## config.mk

```make
export PLATFORM = sky130hd
export DESIGN_NAME = hazard_stall_ctrl
export DESIGN_NICKNAME = d
export VERILOG_FILES = /design/src/rtl/hazard_stall_ctrl_pkg.sv /design/src/rtl/hazard_stall_ctrl_sat_counter.sv /design/src/rtl/hazard_stall_ctrl.sv
export SDC_FILE = /design/constraint.sdc
export NUM_CORES = 1
export LEC_CHECK = 0
export ABC_CLOCK_PERIOD_IN_PS = 4200
export BUFFER_PORTS_ARGS = -buffer_cell sky130_fd_sc_hd__buf_4
export CAP_MARGIN = 40
export CORE_MARGIN = 8
export CORE_UTILIZATION = 57
export DETAILED_ROUTE_END_ITERATION = 10
export PLACE_DENSITY = 0.86
export SYNTH_ARGS = -nofsm -noshare
export SYNTH_HDL_FRONTEND = slang
export SYNTH_SLANG_ARGS = --single-unit
```

## constraint.sdc

```tcl
create_clock -name clk_i -period 4.2 [get_ports clk_i]
set_clock_uncertainty 0.05 [all_clocks]
set_input_delay 0.42 -clock clk_i [delete_from_list [all_inputs] [get_ports clk_i]]
set_output_delay 0.42 -clock clk_i [all_outputs]
set_load 0.02 [all_outputs]
```

## src/rtl/hazard_stall_ctrl_pkg.sv

```systemverilog
// Purpose : shared opcode constants, FSM state type and rs2-usage decode for hazard_stall_ctrl.
// Latency : n/a (types and pure functions only).
// Backpressure: n/a.
package hazard_stall_ctrl_pkg;

  // Opcodes, kept bit-identical to the ID control unit decode.
  localparam logic [6:0] R_TYPE = 7'b0110011;
  localparam logic [6:0] I_TYPE = 7'b0010011;
  localparam logic [6:0] LW_OP  = 7'b0000011;
  localparam logic [6:0] SW_OP  = 7'b0100011;
  localparam logic [6:0] BEQ_OP = 7'b1100011;

  typedef enum logic [1:0] {
    ST_IDLE,
    ST_RUN,
    ST_MEM_WAIT,
    ST_TIMEOUT
  } state_e;

  // Only instructions that actually read rs2 can hit a load-use on rs2;
  // I-type and lw carry immediate bits in the rs2 field.
  function automatic logic uses_rs2(input logic [6:0] op);
    logic r;
    case (op)
      R_TYPE, SW_OP, BEQ_OP: r = 1'b1;
      I_TYPE, LW_OP:         r = 1'b0;
      default:               r = 1'b0;
    endcase
    return r;
  endfunction

endpackage

```

## src/rtl/hazard_stall_ctrl_sat_counter.sv

```systemverilog
// Purpose : W-bit event counter that sticks at all-ones instead of wrapping.
// Latency : count visible one cycle after inc_i.
// Backpressure: none; inc_i is sampled every cycle.
// Ports: clk_i clock, rst_i async active-low clear, inc_i count enable, cnt_o count.
module sat_counter #(
  parameter int W = 16
) (
  input  logic         clk_i,
  input  logic         rst_i,
  input  logic         inc_i,
  output logic [W-1:0] cnt_o
);

  logic [W-1:0] cnt_q, cnt_d;

  always_comb begin
    cnt_d = cnt_q;
    if (inc_i && (cnt_q != {W{1'b1}})) begin
      cnt_d = cnt_q + 1'b1;
    end
  end

  always_ff @(posedge clk_i or negedge rst_i) begin
    if (!rst_i) begin
      cnt_q <= '0;
    end else begin
      cnt_q <= cnt_d;
    end
  end

  assign cnt_o = cnt_q;

endmodule

```

## src/rtl/hazard_stall_ctrl.sv

```systemverilog
// Purpose : load-use / taken-branch hazard control and memory-wait freeze for the 5-stage core.
// Latency : control outputs are combinational (Mealy) on the ID/EX inputs; Err_o and counters registered.
// Backpressure: MemReq_i without MemAck_i freezes the whole pipeline until ack or timeout.
// Ports: clk_i/rst_i clock and async active-low reset; start_i leaves IDLE; IFID_*/IDEX_* hazard
//        fields; Branch_i/RegEq_i branch resolve; MemReq_i/MemAck_i data-memory handshake;
//        NoOP_o/PCWrite_o/IFIDWrite_o/Flush_o/AllStall_o pipeline control; Err_o sticky
//        timeout; StallCnt_o/FlushCnt_o saturating statistics.
module hazard_stall_ctrl
  import hazard_stall_ctrl_pkg::*;
#(
  parameter int CNT_W       = 16,
  parameter int MEM_TIMEOUT = 64
) (
  input  logic             clk_i,
  input  logic             rst_i,
  input  logic             start_i,
  input  logic [6:0]       IFID_Op_i,
  input  logic [4:0]       IFID_RS1_i,
  input  logic [4:0]       IFID_RS2_i,
  input  logic [4:0]       IDEX_RD_i,
  input  logic             IDEX_MemRead_i,
  input  logic             Branch_i,
  input  logic             RegEq_i,
  input  logic             MemReq_i,
  input  logic             MemAck_i,
  output logic             NoOP_o,
  output logic             PCWrite_o,
  output logic             IFIDWrite_o,
  output logic             Flush_o,
  output logic             AllStall_o,
  output logic             Err_o,
  output logic [CNT_W-1:0] StallCnt_o,
  output logic [CNT_W-1:0] FlushCnt_o
);

  localparam int WC_W = $clog2(MEM_TIMEOUT + 1);

  state_e          state_q, state_d;
  logic [WC_W-1:0] wcnt_q, wcnt_d;
  logic            err_q;
  logic            loaduse, taken, memhold;
  logic            stall_inc;

  assign loaduse = IDEX_MemRead_i & (IDEX_RD_i != 5'd0) &
                   ((IDEX_RD_i == IFID_RS1_i) |
                    (uses_rs2(IFID_Op_i) & (IDEX_RD_i == IFID_RS2_i)));
  assign taken   = Branch_i & RegEq_i;
  assign memhold = MemReq_i & ~MemAck_i;

  // Data inputs only reach outputs/counters from RUN or MEM_WAIT, so junk on
  // them while IDLE or TIMEOUT cannot leak out.
  always_comb begin
    state_d     = state_q;
    wcnt_d      = wcnt_q;
    NoOP_o      = 1'b0;
    PCWrite_o   = 1'b0;
    IFIDWrite_o = 1'b0;
    Flush_o     = 1'b0;
    AllStall_o  = 1'b0;
    stall_inc   = 1'b0;
    case (state_q)
      ST_IDLE: begin
        NoOP_o = 1'b1;
        if (start_i) state_d = ST_RUN;
      end
      ST_RUN, ST_MEM_WAIT: begin
        if ((state_q == ST_MEM_WAIT) && !MemAck_i) begin
          AllStall_o = 1'b1;
          if (wcnt_q == WC_W'(MEM_TIMEOUT)) begin
            state_d = ST_TIMEOUT;
          end else begin
            wcnt_d = wcnt_q + 1'b1;
          end
        end else if ((state_q == ST_RUN) && memhold) begin
          AllStall_o = 1'b1;
          state_d    = ST_MEM_WAIT;
          wcnt_d     = WC_W'(1);
        end else begin
          // Plain RUN cycle, or the ack cycle of MEM_WAIT: the ack wins over
          // timeout even when the counter has reached its limit.
          state_d = ST_RUN;
          wcnt_d  = '0;
          if (loaduse) begin
            // A taken branch here is deferred: it is re-seen after the bubble.
            NoOP_o    = 1'b1;
            stall_inc = 1'b1;
          end else begin
            PCWrite_o   = 1'b1;
            IFIDWrite_o = 1'b1;
            Flush_o     = taken;
          end
        end
      end
      ST_TIMEOUT: begin
        NoOP_o     = 1'b1;
        AllStall_o = 1'b1;
      end
      default: state_d = ST_IDLE;
    endcase
  end

  always_ff @(posedge clk_i or negedge rst_i) begin
    if (!rst_i) begin
      state_q <= ST_IDLE;
      wcnt_q  <= '0;
      err_q   <= 1'b0;
    end else begin
      state_q <= state_d;
      wcnt_q  <= wcnt_d;
      if (state_d == ST_TIMEOUT) err_q <= 1'b1;
    end
  end

  assign Err_o = err_q;

  sat_counter #(.W(CNT_W)) u_stall_cnt (
    .clk_i (clk_i),
    .rst_i (rst_i),
    .inc_i (stall_inc),
    .cnt_o (StallCnt_o)
  );

  sat_counter #(.W(CNT_W)) u_flush_cnt (
    .clk_i (clk_i),
    .rst_i (rst_i),
    .inc_i (Flush_o),
    .cnt_o (FlushCnt_o)
  );

endmodule

```

---- Yosys cells after proc, flatten, opt, wreduce, memory -nomap -nowiden ----
Index checks and enable logic that the tools add are counted.
word-level totals
  bits in registers ....................... 42
  bits of input ports ..................... 30
  output and inout bits ................... 38
  word-level logic and storage cells ...... 64
operators by class
  add/subtract/negate cells ............... 3
  equality and inequality tests ........... 13
  muxes and demuxes ....................... 25
  bitwise operators ....................... 7
  reduce and logical (&&, ||, !) cells .... 11
operators with widths
  kind                     number
  $add A16 B1 Y16 const B  2
  $ne A16 B16 Y1 const B   2
  $mux W1                  16
  $eq A7 B6 Y1 const B     2
  $eq A7 B7 Y1 const B     2
  $mux W7                  2
  $eq A5 B5 Y1             2
  $mux W2                  4
  $add A7 B1 Y7 const B    1
  $eq A2 B2 Y1 const B     3
  $and A1 B1 Y1            5
  $reduce_bool A5 Y1       1
  $logic_and A1 B1 Y1      4
  $pmux W1 S2              2
  $pmux W2 S2              1
  $reduce_or A2 Y1         2
  $reduce_or A3 Y1         1
  $eq A2 B1 Y1 const B     1
  $logic_not A2 Y1         1
  $ne A2 B2 Y1 const B     1
  $reduce_and A2 Y1        1
  $logic_not A1 Y1         1
  $not A1 Y1               1
  $or A1 B1 Y1             1

---- Longest topological paths before layout ----
  word-level depth ........................ 11
  depth in mapped cells ................... 8
  mapped depth without buffers ............ 8

---- Modules after synthesis ----
From an unflattened synthesis, not the netlist that was laid out.
unflattened totals
  cells, all modules ...................... 249
  area total of the unflattened synthesis .. 2494.9 um2
modules (own cells, without submodules)
  module                      instances  cells an instance  area an instance (um2)  sequential area each (um2)
  sat_counter at u_flush_cnt  1          72                 859.6                   400.4
  hazard_stall_ctrl           1          103                827.0                   250.2
  sat_counter at u_stall_cnt  1          74                 808.3                   400.4

---- Worst setup path before layout ----
No wires, ideal clock.
  path kind ............................... input to output
  start point ............................. in IDEX_RD_i[1]
  end point ............................... out PCWrite_o
  arrival ................................. 1.912 ns
  required time ........................... 3.730 ns
  setup slack ............................. 1.818 ns
  cell stages on the path ................. 6
  buffers on the path ..................... 2
  cells stage by stage .................... or4_1 > o21ai_2 > a21oi_4 > buf_4 > nor2_1 > buf_4
between the ends
  cells in the longest elaborated chain, start to end .. 8
  elaborated cells on any way between the ends .. 11
  classes of those cells .................. eq/ne: 2; mux: 4; bitwise: 4; reduce/logical: 1
RTL lines
  what                       line                     RTL
  start: declaration         hazard_stall_ctrl.sv:20  input logic [4:0] IDEX_RD_i,
  $eq A5 B5 Y1               hazard_stall_ctrl.sv:46  (uses_rs2(IFID_Op_i) & (IDEX_RD_i == IFID_RS2_i)));
  $and A1 B1 Y1              hazard_stall_ctrl.sv:46
  $or A1 B1 Y1               hazard_stall_ctrl.sv:45  ((IDEX_RD_i == IFID_RS1_i) |
  $and A1 B1 Y1 (*)          hazard_stall_ctrl.sv:44  assign loaduse = IDEX_MemRead_i & (IDEX_RD_i != 5'd0) &
  $mux W1 (*) (4 in series)  --
  end: declaration           hazard_stall_ctrl.sv:27  output logic PCWrite_o,
Every way passes the cells marked *; elsewhere a longest branch is shown, timed or not.

---- Final worst setup path ----
  start point ............................. in IDEX_RD_i[3]
  end point ............................... out NoOP_o
between the ends
  cells in the longest elaborated chain, start to end .. 8
  elaborated cells on any way between the ends .. 11
  classes of those cells .................. eq/ne: 2; mux: 4; bitwise: 4; reduce/logical: 1
RTL lines
  what               line                     RTL
  $eq A5 B5 Y1       hazard_stall_ctrl.sv:46
  $and A1 B1 Y1      hazard_stall_ctrl.sv:46
  $or A1 B1 Y1       hazard_stall_ctrl.sv:45
  $and A1 B1 Y1 (*)  hazard_stall_ctrl.sv:44
  $mux W1 (*)        hazard_stall_ctrl.sv:83  if (loaduse) begin
  $mux W1 (*)        hazard_stall_ctrl.sv:74  end else if ((state_q == ST_RUN) && memhold) begin
  $mux W1 (*)        hazard_stall_ctrl.sv:67  if ((state_q == ST_MEM_WAIT) && !MemAck_i) begin
  $pmux W1 S2 (*)    hazard_stall_ctrl.sv:61  case (state_q)
  end: declaration   hazard_stall_ctrl.sv:26  output logic NoOP_o,
Marked as above.

==> metrics.txt <==
Setup crit start=IDEX_RD_i[3]; via count=2059; crit path DAT=2.11 ns; TritonCTS clock tree=built; slowest cell on the critical path=a21oi_4; H-tree Lvls=2; clk slew on worst S/H paths=0.08 ns; max-slew violations=0; crit-path leading delay family=compound AO/OA/AOI/OAI gates; Period Utilization, post-route=61.4%; Seq/Total Area, Yosys=42.0%; Mapped Avg Cell Area=10.1 sq um; Clock Root Buffer=clkbuf_8; post-layout minimum cycle time=2.58 ns; CP peak stage delay=0.47 ns; final hold vios=0; worst hold margin=0.0503 ns; maximum clock rate=0.387 GHz; fin worst setup slack=1.62 ns; antenna violations before repair=0; Finish-stage setup viols=0; Clock Sink Count=42; Synth Cell Area=2500 sq um; Async SR Flop Fraction=100%; yosys warns=0; TritonRoute pass-1 iters=4; Post-synth EDFFs=0; Core ar.=4290 sq um; nets@finish=356; DRT antenna net count=0; number of max-cap violations=0; critical-path maximum fanout=19; worst path buffer plus inverter count=2; maximum VDD drop=0.231 mV; status=finished clean; total power=1.45 mW; GRT Overall Usage=18.2%; Pwr Density=459 nW/um^2; Worst setup SP type=input port; grt ovf=0; Ports=68; Die H=82.3 um; gpl congestion=0.822; IO buf count=67; vias in the first global route=2135; # Post-CTS Setup Buffers=0; Detailed Place HPWL=4.45 mm; clock insertion delay at the later pin of the skew report=0.29 ns; via/cell ratio=5.55; unrepaired setup endpoints after global routing=false; initial core utilization=58.3%; die width=82.3 um; Fin Setup TNS=0 ns; ANT cells=0; max_slew headroom=64.1%; critical path cell sequence=buf_4, xor2_1, a2111oi_2, nand4_1, a21oi_4, o21ai_0, nand2_1, buf_4; kind of critical path=input port to output port; clk buf depth=2; Worst path most repeated cell=buf_4; #FFs+latches synth=42; DRC=0; first-pass GRT wire length=9.69 mm; Yosys cell types=45; pre-CTS WS=1.55 ns; critical path capture point type=output port; post-cts sizing count=0; DRT Wirelength=5.86 mm; Synth-to-Final Area Change=26.3%; syn nets=287; Mapped Cells=249; largest net degree at the start of global routing=43; layout cells sized above 1=31.3%; Die ar.=6770 sq um; cts bufs inserted=5; site row count=24; WL/cell=15.8 um; r2r startpoint=state_q[1]; # hold bufs at CTS=0; Static Leak=1.51 nW; drt initial violations=104; hold crit path type=input port to asynchronous set/reset pin; Worst EP required=3.73 ns; worst-margin pin slew=0.538 ns; Most used DFF post-synth=dfrtp_1
worst paths after layout:
path | to | slack [ns] | cells past startpoint
worst max-delay path | NoOP_o | 1.62 | 8
worst min-delay path | u_stall_cnt.cnt_o[5] | 0.05 | 1
worst max register to register | u_flush_cnt.cnt_o[15] | 1.65 | 6
worst min register to register | Err_o | 0.42 | 1
max in group asynchronous | u_flush_cnt.cnt_o[5] | 3.68 | 1
min in group clk_i | wcnt_q[0] | 0.33 | 2
power breakdown:
group / switching (mW) / internal (mW) / leakage, nW
sequential: 0.0578 / 0.451 / 0.567
combinational: 0.331 / 0.220 / 0.868
clock: 0.139 / 0.254 / 0.0714
total: 0.527 / 0.924 / 1.51
area by class of cell:
| type | count | area (sq um) |
|---|---|---|
| clock inverters | 2 | 60.1 |
| multi-input cells | 190 | 1350 |
| repair buffers | 69 | 518 |
| well taps | 52 | 65.1 |
| fillers | 329 | 1130 |
| clock buffers | 6 | 82.6 |
| flip-flops and latches | 42 | 1050 |
| inverters | 10 | 37.5 |
registers in the layout (all words and copies together), names as in the netlist:
| signal | flops |
|---|---|
| Err_o | 1 |
| state_q | 2 |
| u_flush_cnt.cnt_o | 16 |
| u_stall_cnt.cnt_o | 16 |
| wcnt_q | 7 |
synthesized netlist by cell type (2+ instances only):
master | number | area share, %
inv_1 | 10 | 1.5
xor2_1 | 24 | 8.4
nor4b_2 | 3 | 1.8
o31ai_1 | 2 | 0.60
dfrtp_1 | 42 | 42
o21ai_0 | 8 | 1.6
nor2_1 | 20 | 3.0
mux2_1 | 2 | 0.90
and3_1 | 8 | 2.0
xnor2_1 | 18 | 6.3
nand2_1 | 25 | 3.7
or3_1 | 2 | 0.50
nor3_1 | 3 | 0.60
nor3_2 | 5 | 2.0
buf_6 | 2 | 0.90
ha_1 | 8 | 4.0
nand3_1 | 20 | 4.0
and4_1 | 2 | 0.70
and2_1 | 2 | 0.50
or4_1 | 2 | 0.60
buf_4 | 2 | 0.60
a21oi_1 | 6 | 1.2
nor4_2 | 4 | 2.0
nand4_1 | 8 | 2.0
per-layer routing:
layer / vias up / GRT usage (%) / part of all wire [%]
met5: - / 0 / 0
met4: 0 / 6.84 / 1.2
met3: 5 / 5.19 / 7.7
met2: 61 / 31.4 / 50
met1: 998 / 20.8 / 41
li1: 995 / - / -
metrics by stage:
step                std cells  util, %  area (sq um)
global route              371     73.7          3160
finish                    371     73.7          3160
detailed placement        363     70.3          3020
CTS                       371     73.7          3160
floorplan                 249        -          2500
global placement          363     70.3          3020
kinds of logic (layout without fill, tap and decap cells):
logic type / after synthesis / after routing / synth area share (%)
AO/OA/AOI/OAI: 25 / 25 / 7.20
flip-flops: 42 / 42 / 42.0
adder cells (fa/ha/maj): 8 / 8 / 4.00
multiplexers: 3 / 3 / 1.50
AND/OR/NAND/NOR: 112 / 112 / 26.5
buffers and inverters: 17 / 87 / 4.15
XOR/XNOR: 42 / 42 / 14.7
placed cells by master, fill, tap and decap left out, drive strengths merged, types with 3 or more instances in the layout:
cell type   n
buf        69
dfrtp      42
nand2      25
xor2       24
nor2       21
nand3      20
xnor2      18
inv        10
o21ai       9
nand4       8
and3        8
ha          8
a21oi       8
nor3        8
clkbuf      6
nor4        4
nor4b       3
or4         3
mux2        3
No activity file was read; power rests on OpenSTA's default activity.
